===== src/rtl/nco_pkg.sv =====
// rtl/nco_pkg.sv - shared types and constants for the NCO sine path
// Crossing-detector state and sample classes, plus the hysteresis classifier.
package nco_pkg;

  typedef enum logic [1:0] {SEEK, LOW, HIGH} xing_state_t;

  typedef enum logic [1:0] {CL_LO, CL_BAND, CL_HI} sample_class_t;

  localparam logic [7:0] MID_CODE = 8'd128;

  // 9-bit thresholds so mid +/- hyst cannot wrap inside the 8-bit code space
  function automatic sample_class_t classify(input logic [7:0] s,
                                             input logic [7:0] mid,
                                             input logic [7:0] hyst);
    logic [8:0] lo_th;
    logic [8:0] hi_th;
    lo_th = {1'b0, mid} - {1'b0, hyst};
    hi_th = {1'b0, mid} + {1'b0, hyst};
    if ({1'b0, s} < lo_th)
      return CL_LO;
    else if ({1'b0, s} >= hi_th)
      return CL_HI;
    else
      return CL_BAND;
  endfunction

endpackage


===== src/rtl/sin_freq_meter_if.sv =====
// rtl/sin_freq_meter_if.sv - sample input and period result bundle
// The source of samples drives through master; the meter sits on slave.
interface sin_freq_meter_if #(
  parameter int CNT_W     = 16,
  parameter int LOG2_NPER = 2
);

  logic                         sample_valid;
  logic [7:0]                   sample;
  logic [CNT_W+LOG2_NPER-1:0]   period_sum;
  logic                         period_valid;
  logic                         locked;
  logic                         no_signal;

  modport master (
    output sample_valid, sample,
    input  period_sum, period_valid, locked, no_signal
  );

  modport slave (
    input  sample_valid, sample,
    output period_sum, period_valid, locked, no_signal
  );

endinterface


===== src/rtl/sin_xing_det.sv =====
// rtl/sin_xing_det.sv - rising midscale crossing detector with hysteresis
// Emits a combinational strobe on the qualified sample that completes LOW->HIGH.
module sin_xing_det
  import nco_pkg::*;
#(
  parameter logic [7:0] MID  = MID_CODE,
  parameter logic [7:0] HYST = 8'd8
) (
  input  logic       clk,
  input  logic       rst,
  input  logic       sample_valid,
  input  logic [7:0] sample,
  input  logic       clear,
  output logic       xing
);

  xing_state_t   state;
  xing_state_t   state_nxt;
  sample_class_t cls;

  assign cls = classify(sample, MID, HYST);

  always_ff @(posedge clk) begin
    if (rst)
      state <= SEEK;
    else
      state <= state_nxt;
  end

  // BAND samples fall through every arm and leave the state untouched
  always_comb begin
    state_nxt = state;
    xing      = 1'b0;
    if (sample_valid) begin
      unique case (state)
        SEEK: if (cls == CL_LO) state_nxt = LOW;
        LOW: begin
          if (cls == CL_HI) begin
            state_nxt = HIGH;
            xing      = 1'b1;
          end
        end
        HIGH: if (cls == CL_LO) state_nxt = LOW;
        default: state_nxt = SEEK;
      endcase
      if (clear && !xing)
        state_nxt = SEEK;
    end
  end

endmodule


===== src/rtl/sin_freq_meter.sv =====
// rtl/sin_freq_meter.sv - sine period meter summing NPER crossing periods
// Times samples between rising crossings, sums NPER periods, and drops lock on timeout.
module sin_freq_meter
  import nco_pkg::*;
#(
  parameter int         CNT_W     = 16,
  parameter int         LOG2_NPER = 2,
  parameter logic [7:0] MID       = MID_CODE,
  parameter logic [7:0] HYST      = 8'd8
) (
  input logic             clk,
  input logic             rst,
  sin_freq_meter_if.slave bus
);

  localparam int                   SUM_W    = CNT_W + LOG2_NPER;
  localparam logic [CNT_W-1:0]     CNT_LAST = {{(CNT_W-1){1'b1}}, 1'b0};
  localparam logic [LOG2_NPER-1:0] NPC_LAST = {LOG2_NPER{1'b1}};

  logic [CNT_W-1:0]     cnt;
  logic [SUM_W-1:0]     acc;
  logic [LOG2_NPER-1:0] npc;
  logic                 started;
  logic [SUM_W-1:0]     period_sum_q;
  logic                 period_valid_q;
  logic                 locked_q;
  logic                 no_signal_q;

  logic                 xing;
  logic                 timeout;
  logic [SUM_W-1:0]     this_period;

  sin_xing_det #(
    .MID  (MID),
    .HYST (HYST)
  ) u_det (
    .clk          (clk),
    .rst          (rst),
    .sample_valid (bus.sample_valid),
    .sample       (bus.sample),
    .clear        (timeout),
    .xing         (xing)
  );

  assign this_period = SUM_W'(cnt) + SUM_W'(1'b1);
  // An edge on the last count still wins: its period is at most 2^CNT_W-1
  assign timeout     = bus.sample_valid && started && !xing && (cnt == CNT_LAST);

  always_ff @(posedge clk) begin
    if (rst) begin
      cnt            <= '0;
      acc            <= '0;
      npc            <= '0;
      started        <= 1'b0;
      period_sum_q   <= '0;
      period_valid_q <= 1'b0;
      locked_q       <= 1'b0;
      no_signal_q    <= 1'b1;
    end else begin
      period_valid_q <= 1'b0;
      if (bus.sample_valid) begin
        if (xing) begin
          cnt <= '0;
          if (!started) begin
            started <= 1'b1;
          end else begin
            npc <= npc + 1'b1;
            if (npc == NPC_LAST) begin
              period_sum_q   <= acc + this_period;
              acc            <= '0;
              period_valid_q <= 1'b1;
              locked_q       <= 1'b1;
              no_signal_q    <= 1'b0;
            end else begin
              acc <= acc + this_period;
            end
          end
        end else if (timeout) begin
          started     <= 1'b0;
          cnt         <= '0;
          acc         <= '0;
          npc         <= '0;
          locked_q    <= 1'b0;
          no_signal_q <= 1'b1;
        end else if (started) begin
          cnt <= cnt + 1'b1;
        end
      end
    end
  end

  assign bus.period_sum   = period_sum_q;
  assign bus.period_valid = period_valid_q;
  assign bus.locked       = locked_q;
  assign bus.no_signal    = no_signal_q;

endmodule


===== src/flat_wrapper.sv =====
// flat-port wrapper written by rule: the top's interface ports become plain ports
module sin_freq_meter_flat import nco_pkg::*;
#(
  parameter int         CNT_W     = 16,
  parameter int         LOG2_NPER = 2,
  parameter logic [7:0] MID       = MID_CODE,
  parameter logic [7:0] HYST      = 8'd8
)
  (clk, rst, bus_sample_valid, bus_sample, bus_period_sum, bus_period_valid, bus_locked, bus_no_signal);
  sin_freq_meter_if #(.CNT_W(CNT_W), .LOG2_NPER(LOG2_NPER)) bus_i ();
  input logic clk;
  input logic rst;
  input wire logic [$bits(bus_i.sample_valid)-1:0] bus_sample_valid;
  input wire logic [$bits(bus_i.sample)-1:0] bus_sample;
  output wire logic [$bits(bus_i.period_sum)-1:0] bus_period_sum;
  output wire logic [$bits(bus_i.period_valid)-1:0] bus_period_valid;
  output wire logic [$bits(bus_i.locked)-1:0] bus_locked;
  output wire logic [$bits(bus_i.no_signal)-1:0] bus_no_signal;
  assign bus_i.sample_valid = bus_sample_valid;
  assign bus_i.sample = bus_sample;
  assign bus_period_sum = bus_i.period_sum;
  assign bus_period_valid = bus_i.period_valid;
  assign bus_locked = bus_i.locked;
  assign bus_no_signal = bus_i.no_signal;
  sin_freq_meter #(.CNT_W(CNT_W), .LOG2_NPER(LOG2_NPER), .MID(MID), .HYST(HYST)) u_core (.clk(clk), .rst(rst), .bus(bus_i));
endmodule

===== config.mk =====
export PLATFORM = sky130hd
export DESIGN_NAME = sin_freq_meter_flat
export DESIGN_NICKNAME = d
export VERILOG_FILES = /design/src/rtl/nco_pkg.sv /design/src/rtl/sin_freq_meter_if.sv /design/src/rtl/sin_xing_det.sv /design/src/rtl/sin_freq_meter.sv /design/src/flat_wrapper.sv
export SDC_FILE = /design/constraint.sdc
export NUM_CORES = 1
export LEC_CHECK = 0
export CORE_ASPECT_RATIO = 0.9
export CORE_MARGIN = 4
export CORE_UTILIZATION = 50
export DETAILED_ROUTE_END_ITERATION = 7
export PLACE_DENSITY = 0.82
export SLEW_MARGIN = 0
export SYNTH_ARGS = -nofsm -noshare
export SYNTH_HDL_FRONTEND = slang
export SYNTH_SLANG_ARGS = --single-unit
export TNS_END_PERCENT = 30

===== constraint.sdc =====
create_clock -name clk -period 4.36 [get_ports clk]
set_input_delay 0.872 -clock clk [delete_from_list [all_inputs] [get_ports clk]]
set_output_delay 0.872 -clock clk [all_outputs]
set_load 0.03 [all_outputs]

# Word level (Yosys, flattened, before mapping)
# Index checks and enable logic that the tools add are counted.
[classes] add_sub_neg=4 magnitude_cmp=2 n_eq_ne=9 n_mux=30 bitwise_logic=3 reduce_logical=18
[ops] cell="$mux 18" count=4
[ops] cell="$mux 16" count=3
[ops] cell="$add 18x18->18" count=1
[ops] cell="$add 16x1->17 const B" count=1
[ops] cell="$add 16x1->16 const B" count=1
[ops] cell="$eq 16x16->1 const B" count=1
[ops] cell="$mux 2" count=8
[ops] cell="$mux 1" count=14
[ops] cell="$ge 8x8->1 const B" count=1
[ops] cell="$lt 8x7->1 const B" count=1
[ops] cell="$reduce_and 4->1" count=2
[ops] cell="$eq 2x2->1 const B" count=3
[ops] cell="$reduce_and 3->1" count=2
[ops] cell="$logic_and 1x1->1" count=4
[ops] cell="$logic_not 2->1" count=2
[ops] cell="$pmux 2 s2" count=1
[ops] cell="$reduce_and 2->1" count=2
[ops] cell="$reduce_or 4->1" count=1
[ops] cell="$ne 3x1->1 const B" count=1
[ops] cell="$ne 3x3->1 const B" count=1
[ops] cell="$not 1->1" count=3
[ops] cell="$reduce_bool 3->1" count=1
[ops] cell="$add 2x1->2 const B" count=1
[ops] cell="$eq 2x1->1 const B" count=1
[ops] cell="other kinds (5)" count=6
[totals] regBits=60 in_bits=11 wordCells=75

# Longest topological paths before layout
# Gate-level depths: netlist (run 1).
[logic_depth] ltp_word=14 depth_mapped=13 ltp_nobuf=12

# Cells and area by module
# From an unflattened synthesis (run 1), not the netlist that was laid out.
[hier_totals] cells_unflattened=405 area_unflattened_um2=3335.7
[by_module_without_submodules] mod="sin_freq_meter" instances=1 cells_each=389 area_per_inst_um2=3196.8
[by_module_without_submodules] mod="sin_xing_det" instances=1 cells_each=16 area_per_inst_um2=138.9

# Worst setup path before layout (run 1)
# OpenSTA, ideal clock, no wires.
[synth_path] path_type="register -> register" from="reg u_core.cnt[2]" to="reg u_core.acc[15]" setup_ps=117 arrival_time_ps=2731 slack_ps=1511 path_stages_with_launch=13 period_less_slack_ps=2849 cell_sequence="dfxtp_1 and4_1 buf_2 nand4_1 nor2_1 xor2_1 ha_1 clkbuf_1 a21oi_1 a21oi_1 a221o_1 or3_1 a32o_1"
[synth_via] elab_chain_len=5 elab_cells_between_ends=9 classes_between="add/sub: 2; eq/ne: 1; mux: 3; reduce/logical: 3"
[synth_rtl] item="from (decl)" line="sin_freq_meter.sv:20" text="logic [CNT_W-1:0] cnt;"
[synth_rtl] item="from (signal assigned)" line="sin_freq_meter.sv:86" text="cnt <= cnt + 1'b1;"
[synth_rtl] item="$add 16x1->17" line="sin_freq_meter.sv:45" text="assign this_period = SUM_W'(cnt) + SUM_W'(1'b1);"
[synth_rtl] item="$add 18x18->18" line="sin_freq_meter.sv:75" text="acc <= acc + this_period;"
[synth_rtl] item="$mux 18" line="sin_freq_meter.sv:68" text="if (npc == NPC_LAST) begin"
[synth_rtl] item="$mux 18" line="sin_freq_meter.sv:64" text="if (!started) begin"
[synth_rtl] item="$mux 18" line="sin_freq_meter.sv:62" text="if (xing) begin"
[synth_rtl] item="to (signal assigned)" line="sin_freq_meter.sv:75"
[synth_rtl] item="to (decl)" line="sin_freq_meter.sv:21" text="logic [SUM_W-1:0] acc;"
# Parallel ways exist; a longest one is shown, timed or not. The select of a mux whose other input is x is not followed.
# A chain may end at the register's enable or synchronous reset.

# Final worst setup path (run 1)
[layout_path] from="reg u_core.cnt[0]" to="reg u_core.period_sum_q[17] (netlist: u_core.bus.period_sum[17])"
[layout_via] elab_chain_len=2
[layout_rtl] item="$add 16x1->17" line="sin_freq_meter.sv:45"
[layout_rtl] item="$add 18x18->18" line="sin_freq_meter.sv:69" text="period_sum_q <= acc + this_period;"
[layout_rtl] item="to (signal assigned)" line="sin_freq_meter.sv:69"
[layout_rtl] item="to (decl)" line="sin_freq_meter.sv:24" text="logic [SUM_W-1:0] period_sum_q;"
# Every way passes these cells.

==> impl_metrics.toml, run 1 <==
[status]
status = "finished, final reports clean"

[cts]
cts_buffers = 9
cts.path.max_buffers = 2
clock-root-buffer = "clkbuf_8"
htreeDepth = 3
postCtsHoldBufs = 0
post_cts_resized = 0
clkLatencyLatePin_ns = 0.35
cts.sinks = 60
post_cts_buffers = 0
cts.clk_slew.worst_paths_ns = 0.07
cts_tree = "done"

[floorplanning]
die_area_um2 = 8470
io-pin-count = 32
die_w_um = 96.6
core-area_um2 = 6730
fp.dieH_um = 87.7
rows = 28
start_util_pct = 52.5

[sta]
hold_viol = 0
finalSetupTns_ns = 0
worst_pin_slew_ns = 0.922
setup_viol = 0
layout_min_cycle_time_ns = 3.50
post-route-period-util_pct = 80.3
finClkSkew_ns = 0.0136
finalMaxSlewViolations = 0
rsz0062_at_grt = "no"
slew_headroom_pct = 38.5
fmax_ghz = 0.286

[setup_path]
critPathMaxFanout = 8
criticalPathCategory = "reg2reg"
setup.worst_path.end_class = "register"
critPathLaunchType = "register"
required_ns = 4.59
arrival_ns = 3.73

[logic_synthesis]
syn_avg_cell_area_um2 = 7.97
yosys.area.top_type = "dfxtp_1"
yosysWarnings = 0
synth-async-reset-ratio_pct = 0
syn_nets = 475
synth_cells = 443
ys_top_cells_by_area = "dfxtp_1, ha_1, a21oi_1"
synthFlopType = "dfxtp_1"
yosysMostFrequentCell = "dfxtp_1"
synth_area_um2 = 3530
ys_ff_latch = 60
synth_edf_count = 0
seq_area_frac_synth_pct = 34.0
yosys-top-cells-count = "dfxtp_1, a21oi_1, nand2_1, nor2_1, o21ai_0"
yosys.area.top_type_share_pct = 34.0
synth_cell_type_count = 52

[detailed_routing]
routed_wl_um = 9370
dr.pass1.iters = 5
drt_iter0_drc = 252
drc = 0
via_count = 3462
via_per_inst = 6.20
ant_nets = 0
routedWlPerCell_um = 16.8

[layout]
fin_nets = 496
fillerInstances = 602
n_antenna_cell = 0
syn2layout_area_growth_pct = 15.0
drive_gt1_share_pct = 4.70
utilization_pct = 60.4

[power]
power.leakage_nw = 1.61
irDropWorstVdd_v = 0.000233
pwr_density_cell_nw_per_um2 = 272

[global_route]
grt_pass1_vias = 3353
grt_max_degree = 47
antenna_found_initial = 0
grtUsageTotal_pct = 23.9
grt_overflow_total = 0
grt_pass1_wl_um = 15900

[placed_design]
port-buffer-count = 28
place_hpwl_um = 6500
gp_congestion = 0.947

[flow_run]
maxCapViolCount = 0

[worst_hold_path]
hold_path.class = "reg2reg"
==> layout by cell type, fill, tap and decap left out, drive strengths merged, types with 3 or more instances in the layout <==
cell type	n
and4	4
inv	7
ha	20
or3	4
nand3b	4
nand3	27
nor2b	4
clkinv	3
a22o	3
and2	3
nor2	36
nor3b	6
clkbuf	11
clkdlybuf4s50	28
nand2	46
o311ai	4
dfxtp	60
a21o	8
o211ai	7
a211oi	5
nand4	6
buf	5
nor3	12
a32o	4
o21ai	29
a21oi	48
xnor2	15
a22oi	10
or4	3
xor2	6
and3	12
==> layer usage <==
layer  vias up  part of all wire (%)  track usage, %
met5         -                     0               0
met4         0                   3.1            10.2
met3        24                   6.5            7.56
met2       117                    46            37.1
met1      1642                    45            30.5
li1       1679                     -               -
==> final timing paths <==
path | start | endpoint | slack [ns] | depth (start not counted)
setup / recovery | u_core.cnt[0] | u_core.bus.period_sum[17] | 0.86 | 11
hold / removal | u_core.bus.period_sum[0] | u_core.bus.period_sum[0] | 0.46 | 2
setup reg to reg | u_core.cnt[0] | u_core.bus.period_sum[17] | 0.86 | 11
hold reg to reg | u_core.bus.period_sum[0] | u_core.bus.period_sum[0] | 0.46 | 2
==> per-stage QoR <==
stage          cell area, um2  worst slack (ns)  power [mW]  hold WS, ns  instances
2_1_floorplan            3530              1.51       0.587        0.430        443
6_report                 4060             0.858        1.10        0.464        558
3_3_place_gp             3860             0.994       0.598        0.444        543
3_5_place_dp             3860             0.850       0.600        0.451        543
5_1_grt                  4060             0.673        1.14        0.487        558
4_1_cts                  4060             0.909        1.11        0.464        558
==> kinds of logic after synthesis <==
family | synth area share [%]
buffers and inverters | 3.61
AO/OA/AOI/OAI | 24.3
adder cells (fa/ha/maj) | 7.65
flip-flops | 34.0
AND/OR/NAND/NOR | 24.9
XOR/XNOR | 5.21
multiplexers | 0.283
==> state kept, by name, indices dropped and copies added (netlist names) <==
| signal | flops |
|---|---|
| u_core.acc | 18 |
| u_core.bus.locked | 1 |
| u_core.bus.no_signal | 1 |
| u_core.bus.period_sum | 18 |
| u_core.bus.period_valid | 1 |
| u_core.cnt | 16 |
| u_core.npc | 2 |
| u_core.started | 1 |
| u_core.u_det.state | 2 |
==> layout make-up <==
| type | count | area (um2) | area share [%] |
|---|---|---|---|
| Sequential cell | 60 | 1200 | 29.6 |
| Multi-Input combinational cell | 353 | 2200 | 54.3 |
| Timing Repair Buffer | 33 | 318 | 7.83 |
| Clock inverter | 4 | 48.8 | 1.20 |
| Inverter | 7 | 26.3 | 0.647 |
| Clock buffer | 11 | 151 | 3.73 |
| Tap cell | 90 | 113 | 2.77 |
==> report_power, final <==
group | total, mW | internal (mW) | switching (mW)
clock | 0.515 | 0.291 | 0.225
sequential | 0.552 | 0.549 | 0.00233
combinational | 0.0362 | 0.0121 | 0.0241
==> worst max-delay path, stage by stage (launching register included) <==
cell      delay (ns)
dfxtp_1         0.48
ha_1            0.36
and3_1          0.26
nand4_1         0.16
xnor2_1         0.17
ha_1            0.36
a21oi_1         0.29
o21ai_0         0.29
nand3_1         0.16
nand3b_1        0.17
or2_2           0.33
o311ai_0        0.35
No activity file was read; power rests on OpenSTA's default activity.
==> inputs of run 2 (changes only) <==
==> constraint.sdc (replaced) <==
create_clock -name clk -period 3.4 [get_ports clk]
set_input_delay 0.68 -clock clk [delete_from_list [all_inputs] [get_ports clk]]
set_output_delay 0.68 -clock clk [all_outputs]
set_load 0.03 [all_outputs]
==> impl_metrics.toml, run 2 (same netlist as run 1, synthesis figures left out) <==
[worst_hold_path]
hold_path.class = "reg2reg"
hp-start = "u_core.bus.period_sum[10]"
hold_end = "u_core.bus.period_sum[10]"
whs_path_depth = 2

[flow_run]
maxCapViolCount = 0

[layout]
most-common-layout-cells = "dfxtp_1, a21oi_1, nand2_1"
ff_latch_area_um2 = 1200
syn2layout_area_growth_pct = 17.5
fillerInstances = 579
n_antenna_cell = 0
multi_input_area_um2 = 2210
final_common_cell = "dfxtp_1"
fin_nets = 505
drive_gt1_share_pct = 6.90

[global_route]
grtUsageTotal_pct = 23.9
grt_pass1_vias = 3366
grt_pass1_wl_um = 15900
antenna_found_initial = 0
grt_overflow_total = 0
grt_max_degree = 47

[cts]
cts.sinks = 60
clock-root-buffer = "clkbuf_8"
cts.path.max_buffers = 2
cts_buffers = 9
cts_tree = "done"
clkLatencyLatePin_ns = 0.34
postCtsHoldBufs = 0
cts.clk_slew.worst_paths_ns = 0.07
post_cts_buffers = 0
post_cts_resized = 0
htreeDepth = 3

[detailed_routing]
routed_wl_um = 9490
dr.pass1.iters = 6
drt_iter0_drc = 269
ant_nets = 0
routedWlPerCell_um = 16.7
via_count = 3523
drc = 0
via_per_inst = 6.20

[setup_path]
critPathLaunchType = "register"
reg2reg_from = "u_core.cnt[4]"
required_ns = 3.63
setup.worst_path.end_class = "register"
reg2regPathDepth = 11
r2r_slack_ns = 0.22
r2r-end = "u_core.bus.period_sum[17]"
criticalPathCategory = "reg2reg"
critPathMaxFanout = 7
arrival_ns = 3.41

[floorplanning]
rows = 28
core-area_um2 = 6730
start_util_pct = 52.5
die_w_um = 96.6
io-pin-count = 32
fp.dieH_um = 87.7
die_area_um2 = 8470

[sta]
layout_min_cycle_time_ns = 3.18
worst_pin_slew_ns = 0.711
hold_viol = 0
rsz0062_at_grt = "no"
finalMaxSlewViolations = 0
setup_viol = 0
finalSetupTns_ns = 0
finClkSkew_ns = 0.0114
slew_headroom_pct = 52.6
fmax_ghz = 0.315
post-route-period-util_pct = 93.5

[placed_design]
gp_congestion = 0.910
port-buffer-count = 28
place_hpwl_um = 6710

[power]
power.leakage_nw = 1.66
power_mw = 1.48
pwr_density_cell_nw_per_um2 = 356
irDropWorstVdd_v = 0.000259

[status]
status = "finished, final reports clean"
run 2: cell count changes in the layout (fill, tap and decap cells not counted), sizes merged:
cell      before  now
bufinv         1    2
clkinv         3    1
clkinvlp       0    1
buf            5   14
clkbuf        11   12
run 2: routing by layer:
metal / share of wire (%) / GRT usage [%] / vias up
li1: - / - / 1702
met1: 45 / 32.4 / 1655
met2: 46 / 36.7 / 144
met3: 6.7 / 5.33 / 22
met4: 2.2 / 10.2 / 0
met5: 0 / 0 / -
run 2: power breakdown:
group	internal [mW]	total [mW]	switching, mW
clock network	0.432	0.720	0.288
registers	0.705	0.707	0.00286
logic	0.0164	0.0482	0.0318
total	1.15	1.48	0.323
run 2: metrics by stage:
stage / std cells / utilization [%] / area (um2) / hold slack [ns] / setup slack [ns]
4_1_cts: 568 / 61.6 / 4150 / 0.462 / 0.230
6_report: 568 / 61.7 / 4150 / 0.459 / 0.222
3_5_place_dp: 552 / 58.4 / 3930 / 0.449 / 0.255
2_1_floorplan: 443 / - / 3530 / 0.430 / 0.551
5_1_grt: 568 / 61.7 / 4150 / 0.479 / 0.0388
3_3_place_gp: 552 / 58.4 / 3930 / 0.443 / 0.320
run 2: critical path, cell delays in order, from the launching register on:
cell,delay [ns]
dfxtp_1,0.39
and4_2,0.30
nand4_1,0.26
nor2b_1,0.21
and3_1,0.23
xor2_1,0.23
ha_1,0.33
and3_1,0.23
nand3_1,0.11
nand3b_1,0.15
or2_2,0.33
o311ai_0,0.30
run 2: worst max path at each step:
stage	from	end	slack, ns	depth (start not counted)
2_1_floorplan	u_core.cnt[2]	u_core.acc[15]	0.55	12
3_3_place_gp	u_core.cnt[3]	u_core.bus.period_sum[17]	0.32	11
3_5_place_dp	u_core.cnt[3]	u_core.bus.period_sum[17]	0.26	11
4_1_cts	u_core.cnt[3]	u_core.bus.period_sum[17]	0.23	11
5_1_grt	u_core.cnt[4]	u_core.bus.period_sum[17]	0.04	11
6_report	u_core.cnt[4]	u_core.bus.period_sum[17]	0.22	11
run 2: cell type report:
| class | instances | area share (%) |
|---|---|---|
| multi-input cells | 353 | 53.2 |
| flip-flops and latches | 60 | 29.0 |
| repair buffers | 42 | 9.28 |
| clock buffers | 12 | 3.50 |
| well taps | 90 | 2.71 |
| clock inverters | 4 | 1.75 |
| inverters | 7 | 0.633 |
==> inputs of run 3 (changes only) <==
==> constraint.sdc (replaced) <==
create_clock -name clk -period 3.1 [get_ports clk]
set_input_delay 0.62 -clock clk [delete_from_list [all_inputs] [get_ports clk]]
set_output_delay 0.62 -clock clk [all_outputs]
set_load 0.03 [all_outputs]
==> impl_metrics.toml, run 3 (same netlist as run 1, synthesis figures left out) <==
[layout]
fin_nets = 512
final_common_cell = "dfxtp_1"
fillerInstances = 587
multi_input_area_um2 = 2250
ff_latch_area_um2 = 1210
n_antenna_cell = 0
most-common-layout-cells = "dfxtp_1, nand2_1, a21oi_1"
fin_area_um2 = 4220
syn2layout_area_growth_pct = 19.5
final_cells = 575
drive_gt1_share_pct = 10.5

[global_route]
grt_pass1_vias = 3327
grt_max_degree = 34
grtUsageTotal_pct = 23.8
antenna_found_initial = 0
grt_pass1_wl_um = 15700
grt_overflow_total = 0

[setup_path]
slowest_stage = "or4_1"
setup.worst_path.end_class = "register"
crit_chain = "and4_4 > nand4_1 > nor2_2 > xor2_1 > ha_2 > a21oi_1 > a21oi_1 > a221o_1 > or4_1 > nand3_1"
crit_buf_inv = 0
critPathLaunchType = "register"
reg2reg_from = "u_core.cnt[5]"
r2r-end = "u_core.bus.period_sum[15]"
critPathMaxFanout = 9
critPathTopFamily = "simple AND/OR/NAND/NOR gates"
slowest_delay_ns = 0.51
reg2regPathDepth = 10
r2r_slack_ns = 0.11
criticalPathCategory = "reg2reg"
required_ns = 3.38
critPathMostFrequentCell = "a21oi_1"
arrival_ns = 3.28

[detailed_routing]
top_layer_used = "met4"
via_count = 3519
drt_iter0_drc = 240
drc = 0
routedWlPerCell_um = 16.5
routed_wl_um = 9500
m1WireLength_um = 4310
wl_met2_um = 4390
dr.pass1.iters = 4
ant_nets = 0
via_per_inst = 6.12
wl_met3_um = 606

[worst_hold_path]
hold_path.class = "reg2reg"
hp-start = "u_core.bus.period_sum[7]"
whs_path_depth = 2
hold_end = "u_core.bus.period_sum[7]"

[power]
power.leakage_nw = 1.68
irDropWorstVdd_v = 0.000294
pwr_density_cell_nw_per_um2 = 363
power_mw = 1.53

[placed_design]
place_area_um2 = 3980
post-place-ws_ns = 0.110
place_hpwl_um = 6770
port-buffer-count = 28
place_inst = 559
gp_congestion = 0.910

[sta]
finClkSkew_ns = 0.0104
hold_viol = 0
post-route-period-util_pct = 96.5
setup_viol = 0
worst_pin_slew_ns = 1.24
layout_min_cycle_time_ns = 2.99
layout_setup_ws_ns = 0.107
fmax_ghz = 0.334
fin_hold_ws_ns = 0.458
slew_headroom_pct = 16.7
finalMaxSlewViolations = 0

[floorplanning]
die_w_um = 96.6
io-pin-count = 32
start_util_pct = 52.5
fp.dieH_um = 87.7
die_area_um2 = 8470
core-area_um2 = 6730
rows = 28

[flow_run]
maxCapViolCount = 0

[cts]
postCtsHoldBufs = 0
cts_tree = "done"
clock-root-buffer = "clkbuf_8"
clkLatencyLatePin_ns = 0.35
htreeDepth = 3
post_cts_resized = 0
cts.clk_slew.worst_paths_ns = 0.07
cts_buffers = 9
post_cts_buffers = 0
cts.path.max_buffers = 2
cts.sinks = 60

[status]
status = "finished, final reports clean"
-- run 3: changes by cell type in the layout (fill, tap and decap cells not counted), sizes merged --
cell and delta:
buf +7, bufinv -1, clkbuf -2, clkinv +3
-- run 3: worst max path at each step --
stage	depth (start not counted)	slack, ns	from	end
2_1_floorplan	12	0.25	u_core.cnt[2]	u_core.acc[15]
3_5_place_dp	10	0.11	u_core.cnt[0]	u_core.acc[15]
5_1_grt	10	-0.05	u_core.cnt[5]	u_core.bus.period_sum[15]
4_1_cts	11	0.09	u_core.cnt[3]	u_core.acc[15]
6_report	10	0.11	u_core.cnt[5]	u_core.bus.period_sum[15]
3_3_place_gp	11	0.18	u_core.cnt[3]	u_core.bus.period_sum[15]
-- run 3: routing by layer --
layer / up-vias / global-route usage (%)
met5: - / 0
met4: 0 / 9.30
met3: 18 / 6.44
met2: 116 / 36.9
met1: 1669 / 31.4
li1: 1716 / -
-- run 3: where the power goes --
group / switching (mW) / total (mW) / internal (mW)
Combinational: 0.0354 / 0.0550 / 0.0196
Sequential: 0.00317 / 0.776 / 0.773
Clock: 0.331 / 0.702 / 0.371
-- run 3: tightest hold or removal path, stage by stage, from the launching register on --
cell,delay (ns)
dfxtp_1,0.31
nand2_1,0.05
a21oi_1,0.05
-- run 3: cell type report --
cell class              count  area share [%]
repair buffers             49            10.4
flip-flops and latches     60            28.6
inverters                   7           0.622
well taps                  90            2.67
clock inverters             6            1.54
clock buffers              10            3.02
multi-input cells         353            53.2
-- run 3: metrics by stage --
stage	TNS, ns	util, %
6_report	0	62.8
5_1_grt	-0.0872	62.8
4_1_cts	0	62.1
3_5_place_dp	0	59.2
3_3_place_gp	0	59.2
2_1_floorplan	0	-
